<file path="src/rtl/hazard_unit.sv">
// Pipeline hazard unit: load-use / multi-cycle-divide stalls, branch flushes and registered EX operand forwarding selects.
// Stall/flush outputs are combinational from state and inputs; forwarding selects and the stall counter are registered.
module hazard_unit #(
    parameter int CNT_WIDTH = 32
) (
    input  logic                 i_clk,
    input  logic                 i_rst_n,
    input  logic [4:0]           i_id_rs,
    input  logic [4:0]           i_id_rt,
    input  logic                 i_id_use_rs,
    input  logic                 i_id_use_rt,
    input  logic [4:0]           i_ex_rd,
    input  logic [4:0]           i_mem_rd,
    input  logic [4:0]           i_wb_rd,
    input  logic                 i_ex_reg_write,
    input  logic                 i_mem_reg_write,
    input  logic                 i_wb_reg_write,
    input  logic                 i_ex_mem_read,
    input  logic                 i_branch_taken,
    input  logic                 i_mdu_start,
    input  logic                 i_mdu_done,
    output logic [1:0]           o_fwd_a_sel,
    output logic [1:0]           o_fwd_b_sel,
    output logic                 o_pc_stall,
    output logic                 o_ifid_stall,
    output logic                 o_idex_stall,
    output logic                 o_ifid_flush,
    output logic                 o_idex_flush,
    output logic [CNT_WIDTH-1:0] o_stall_cnt
);

    typedef enum logic [1:0] {RUN, LU_STALL, MDU_BUSY} state_t;

    state_t               r_state;
    logic [1:0]           r_fwd_a_sel;
    logic [1:0]           r_fwd_b_sel;
    logic [CNT_WIDTH-1:0] r_stall_cnt;

    logic       w_load_use;
    logic       w_pc_stall;
    logic       w_idex_stall;
    logic       w_ifid_flush;
    logic       w_idex_flush;
    logic [1:0] w_fwd_a;
    logic [1:0] w_fwd_b;

    // Youngest producer wins; code 11 is reachable only through the WB comparison.
    function automatic logic [1:0] fwd_sel(input logic [4:0] src, input logic use_src,
                                           input logic ex_we, input logic [4:0] ex_rd,
                                           input logic mem_we, input logic [4:0] mem_rd,
                                           input logic wb_we, input logic [4:0] wb_rd);
        logic [1:0] sel;
        sel = 2'b00;
        if (use_src && ex_we && ex_rd != 5'd0 && ex_rd == src)
            sel = 2'b01;
        else if (use_src && mem_we && mem_rd != 5'd0 && mem_rd == src)
            sel = 2'b10;
        else if (use_src && wb_we && wb_rd != 5'd0 && wb_rd == src)
            sel = 2'b11;
        return sel;
    endfunction

    assign w_load_use = i_ex_mem_read && (i_ex_rd != 5'd0) &&
                        ((i_id_use_rs && i_id_rs == i_ex_rd) || (i_id_use_rt && i_id_rt == i_ex_rd));

    assign w_fwd_a = fwd_sel(i_id_rs, i_id_use_rs, i_ex_reg_write, i_ex_rd,
                             i_mem_reg_write, i_mem_rd, i_wb_reg_write, i_wb_rd);
    assign w_fwd_b = fwd_sel(i_id_rt, i_id_use_rt, i_ex_reg_write, i_ex_rd,
                             i_mem_reg_write, i_mem_rd, i_wb_reg_write, i_wb_rd);

    always_comb begin
        w_pc_stall   = 1'b0;
        w_idex_stall = 1'b0;
        w_ifid_flush = 1'b0;
        w_idex_flush = 1'b0;
        if (i_rst_n) begin
            case (r_state)
                MDU_BUSY: begin
                    w_pc_stall   = !i_mdu_done;
                    w_idex_stall = !i_mdu_done;
                end
                RUN: begin
                    if (i_branch_taken) begin
                        w_ifid_flush = 1'b1;
                        w_idex_flush = 1'b1;
                    end else if (w_load_use) begin
                        w_pc_stall   = 1'b1;
                        w_idex_flush = 1'b1;
                    end
                end
                default: ;
            endcase
        end
    end

    always_ff @(posedge i_clk) begin
        if (!i_rst_n) begin
            r_state     <= RUN;
            r_fwd_a_sel <= 2'b00;
            r_fwd_b_sel <= 2'b00;
            r_stall_cnt <= '0;
        end else begin
            case (r_state)
                RUN: begin
                    if (i_mdu_start)
                        r_state <= MDU_BUSY;
                    else if (!i_branch_taken && w_load_use)
                        r_state <= LU_STALL;
                end
                LU_STALL: r_state <= RUN;
                MDU_BUSY: if (i_mdu_done) r_state <= RUN;
                default:  r_state <= RUN;
            endcase

            if (w_idex_flush) begin
                r_fwd_a_sel <= 2'b00;
                r_fwd_b_sel <= 2'b00;
            end else if (!w_idex_stall) begin
                r_fwd_a_sel <= w_fwd_a;
                r_fwd_b_sel <= w_fwd_b;
            end

            if (w_pc_stall && r_stall_cnt != '1)
                r_stall_cnt <= r_stall_cnt + {{(CNT_WIDTH-1){1'b0}}, 1'b1};
        end
    end

    assign o_pc_stall   = w_pc_stall;
    assign o_ifid_stall = w_pc_stall;
    assign o_idex_stall = w_idex_stall;
    assign o_ifid_flush = w_ifid_flush;
    assign o_idex_flush = w_idex_flush;
    assign o_fwd_a_sel  = r_fwd_a_sel;
    assign o_fwd_b_sel  = r_fwd_b_sel;
    assign o_stall_cnt  = r_stall_cnt;

endmodule

</file>
<file path="config.mk">
export PLATFORM = sky130hd
export DESIGN_NAME = hazard_unit
export DESIGN_NICKNAME = d
export VERILOG_FILES = /design/src/rtl/hazard_unit.sv
export SDC_FILE = /design/constraint.sdc
export NUM_CORES = 1
export LEC_CHECK = 0
export CAP_MARGIN = 15
export CORE_MARGIN = 8
export CORE_UTILIZATION = 49
export CTS_CLUSTER_SIZE = 28
export DETAILED_ROUTE_END_ITERATION = 6
export DONT_BUFFER_PORTS = 1
export GPL_TIMING_DRIVEN = 0
export MAX_ROUTING_LAYER = met4
export PLACE_DENSITY = 0.66
export SYNTH_ARGS = -nofsm -noshare
export SYNTH_HDL_FRONTEND = slang
export SYNTH_SLANG_ARGS = --single-unit
export TNS_END_PERCENT = 5
</file>
<file path="constraint.sdc">
create_clock -name i_clk -period 8.9 [get_ports i_clk]
set_clock_uncertainty 0.15 [all_clocks]
set_input_delay 2.67 -clock i_clk [delete_from_list [all_inputs] [get_ports i_clk]]
set_output_delay 2.67 -clock i_clk [all_outputs]
set_load 0.03 [all_outputs]
</file>
==> run summary <==
Synth Instances: 289
via count of the first global-routing pass: 2,024
Die Wd: 84.3 um
actual transition at the worst max-transition pin: 1.09 ns
Floorplan Core Area: 4600 um^2
number of vias per cell: 6.16
Reg-to-Reg Start: o_stall_cnt[7]
synthesized flop and latch total: 38
remaining global-route overflow: 0
internal reg-to-reg setup slack: 5.83 ns
Total Routed Length: 6.26 mm
power consumption: 0.000327 W
remaining routing DRC violations: 0
total leakage power: 0.794 nW
global-route wire length before repair: 10.2 mm
unrepaired setup endpoints after global routing: no
routed via count: 2,162
die area: 7110 um^2
last weighted congestion value of the routability-driven placer: 0.767
sequential area share after synthesis: 33.3%
cell area after synthesis: 2290 um^2
endpoint of the most critical register-to-register path: o_stall_cnt[15]
clock root buffer master: clkbuf_8
starting utilization of the core area: 49.7%
first-iteration detailed-routing DRC count: 186
I/O pin count: 77
Setup violations, final: 0
critical path data required time: 6.08 ns
largest net degree at the start of global routing: 12
Setup crit end kind: primary output
CTS clock-pin slew for the worst setup and hold paths: 0.07 ns
Worst Hold Class: reg2reg
maximum clock path buffer count: 2
Clock Sink Count: 38
worst IR drop on VDD: 71.2 uV
gr usage total: 17.7%
number of standard-cell rows in the floorplan: 25
remaining antenna violation count: 0
Yosys top cell by area: dfxtp_1
final hold vios: 0
CTS tree: done
status: finished clean
average cell area after synthesis: 7.91 um^2
total nets after synthesis: 326
count of maximum capacitance violations: 0
DR WL/cell: 17.8 um
Data arrival, critical path: 4.83 ns
maximum fanout along the worst path: 3
count of buffers inserted at the top-level ports: 0
Die Span Y: 84.3 um
critical setup path kind: in2out
multi-input combinational cell area: 1440 um^2
post-CTS setup repair buffer count: 0
highest clock frequency the design can meet: 0.131 GHz
Yosys top cell area share: 33.3%
worst setup slack after layout: 1.25 ns
post-synthesis to final-layout area growth: 6.95%
worst hold path depth: 2
CTS Buf Count: 5
Worst Hold Endpoint: o_fwd_b_sel[1]
final total negative setup slack: 0 ns
power per standard cell area: 134 nW/um^2
time the final worst path needs with I/O delays and setup: 7.65 ns
depth of the most critical reg-to-reg path: 9
final core area utilization: 53.2%
number of levels the H-tree was split into: 2
register area: 761 um^2
Synth warnings: 0
start point of the worst hold path: o_fwd_b_sel[1]
placed wire-length estimate: 4.87 mm
post-synth cell types: 35
post-placement setup slack: 1.25 ns
antenna violations before repair: 0
ANT cells: 0
headroom to the max-slew limit: 26.8%
Final Cycle Share: 85.9%
post-CTS resize count: 0
Total Nets Final: 333
Worst setup SP type: input pin
share of post-route cells with drive strength above 1: 4.38%
total count of max-transition violations in the final report: 0
post-cts hold buffer count: 0
fill cell total of the finished layout: 440
largest cells by area after synthesis: dfxtp_1 33%, xor2_1 9.2%, a21oi_1 6.3%
Detailed Routing Iterations Pass 1: 4
worst-skew pair later-pin latency: 0.29 ns
-- placed cells by master, fill, tap and decap left out, types with 4 or more instances in the layout --
cell type,count
a21oi_1,29
and3_1,7
and4_1,4
clkbuf_1,8
clkbuf_8,6
dfxtp_1,38
nand2_1,26
nand2b_1,7
nand3_1,19
nand4_1,8
nor2_1,10
nor3_1,7
nor4_1,10
o21a_1,4
o21ai_0,19
o31ai_1,12
or3_1,13
or4_1,12
xnor2_1,6
xor2_1,24
-- power by group --
group	internal (W)	switching (W)	total (W)
combinational	0.0000120	0.0000175	0.0000295
sequential	0.000171	0.00000228	0.000173
clock	0.0000626	0.0000620	0.000125
-- per-layer routing --
layer  routed length (um)  track usage (%)  vias up
met2                 2990             27.6       78
li1                     -                -     1086
met4                   94             5.65        0
met3                  601             6.20       10
met1                 2580             20.8      988
met5                    0                -        -
-- worst max-delay path by stage --
stage	slack, ns	depth (start not counted)	endpoint	from
6_report	1.25	7	o_pc_stall	i_ex_rd[2]
5_1_grt	1.02	7	o_pc_stall	i_ex_rd[2]
4_1_cts	1.25	7	o_pc_stall	i_ex_rd[2]
3_5_place_dp	1.25	7	o_pc_stall	i_ex_rd[2]
3_3_place_gp	1.25	7	o_pc_stall	i_ex_rd[2]
2_1_floorplan	1.49	7	o_pc_stall	i_ex_rd[2]
-- synthesized netlist by cell type (all sizes together) --
| cell | instances |
|---|---|
| a211o | 1 |
| o31a | 2 |
| inv | 3 |
| nor3b | 1 |
| nand2b | 7 |
| and2 | 3 |
| buf | 7 |
| a21o | 1 |
| or3 | 13 |
| and3 | 7 |
| nor2 | 10 |
| ha | 1 |
| o311ai | 1 |
| a211oi | 2 |
| nand2 | 26 |
| mux2i | 3 |
| clkbuf | 7 |
| nor3 | 7 |
| nand4 | 8 |
| nor4 | 10 |
| a21oi | 29 |
| or4 | 12 |
| o41ai | 1 |
| xor2 | 24 |
| o21ai | 19 |
| nand4b | 1 |
| nand3 | 19 |
| xnor2 | 6 |
| o31ai | 12 |
| dfxtp | 38 |
| and4 | 4 |
| o21a | 4 |
-- cell families (layout without fill, tap and decap cells) --
| group | after synthesis | after routing | share of synthesized area, % |
|---|---|---|---|
| adders and majority gates | 1 | 1 | 0.547 |
| muxes | 3 | 3 | 1.31 |
| DFF | 38 | 38 | 33.3 |
| xor gates and xnor gates | 30 | 30 | 11.5 |
| and+or+nand+nor | 128 | 128 | 30.9 |
| buffers and inverters | 17 | 25 | 3.78 |
| AOI/OAI and AO/OA | 72 | 72 | 18.7 |
-- stage by stage --
stage / hold slack [ns] / cell area, um^2 / cells
floorplan: 0.430 / 2290 / 289
global placement: 0.455 / 2350 / 343
detailed placement: 0.455 / 2350 / 343
CTS: 0.470 / 2440 / 351
global route: 0.500 / 2440 / 351
finish: 0.473 / 2440 / 351
-- flip-flops by register name, summed over array words and instances, names as in the netlist --
name         flops
o_stall_cnt     32
r_state          2
o_fwd_b_sel      2
o_fwd_a_sel      2
-- layout make-up --
cell class	instances	area share, %
plain buffers	14	3.07
well taps	54	2.76
clock inverters	1	0.205
inverters	3	0.461
clock buffers	7	3.53
multi-input cells	234	58.9
flip-flops and latches	38	31.1
-- worst max-delay path, cell delays in order --
cell and delay [ns]:
xor2_1 0.14, nor4_1 0.33, nand3_1 0.17, a21oi_1 0.23, nand2b_1 0.10, o31ai_1 0.88
buf_4 0.31
Power figures use the tool's default switching activity.
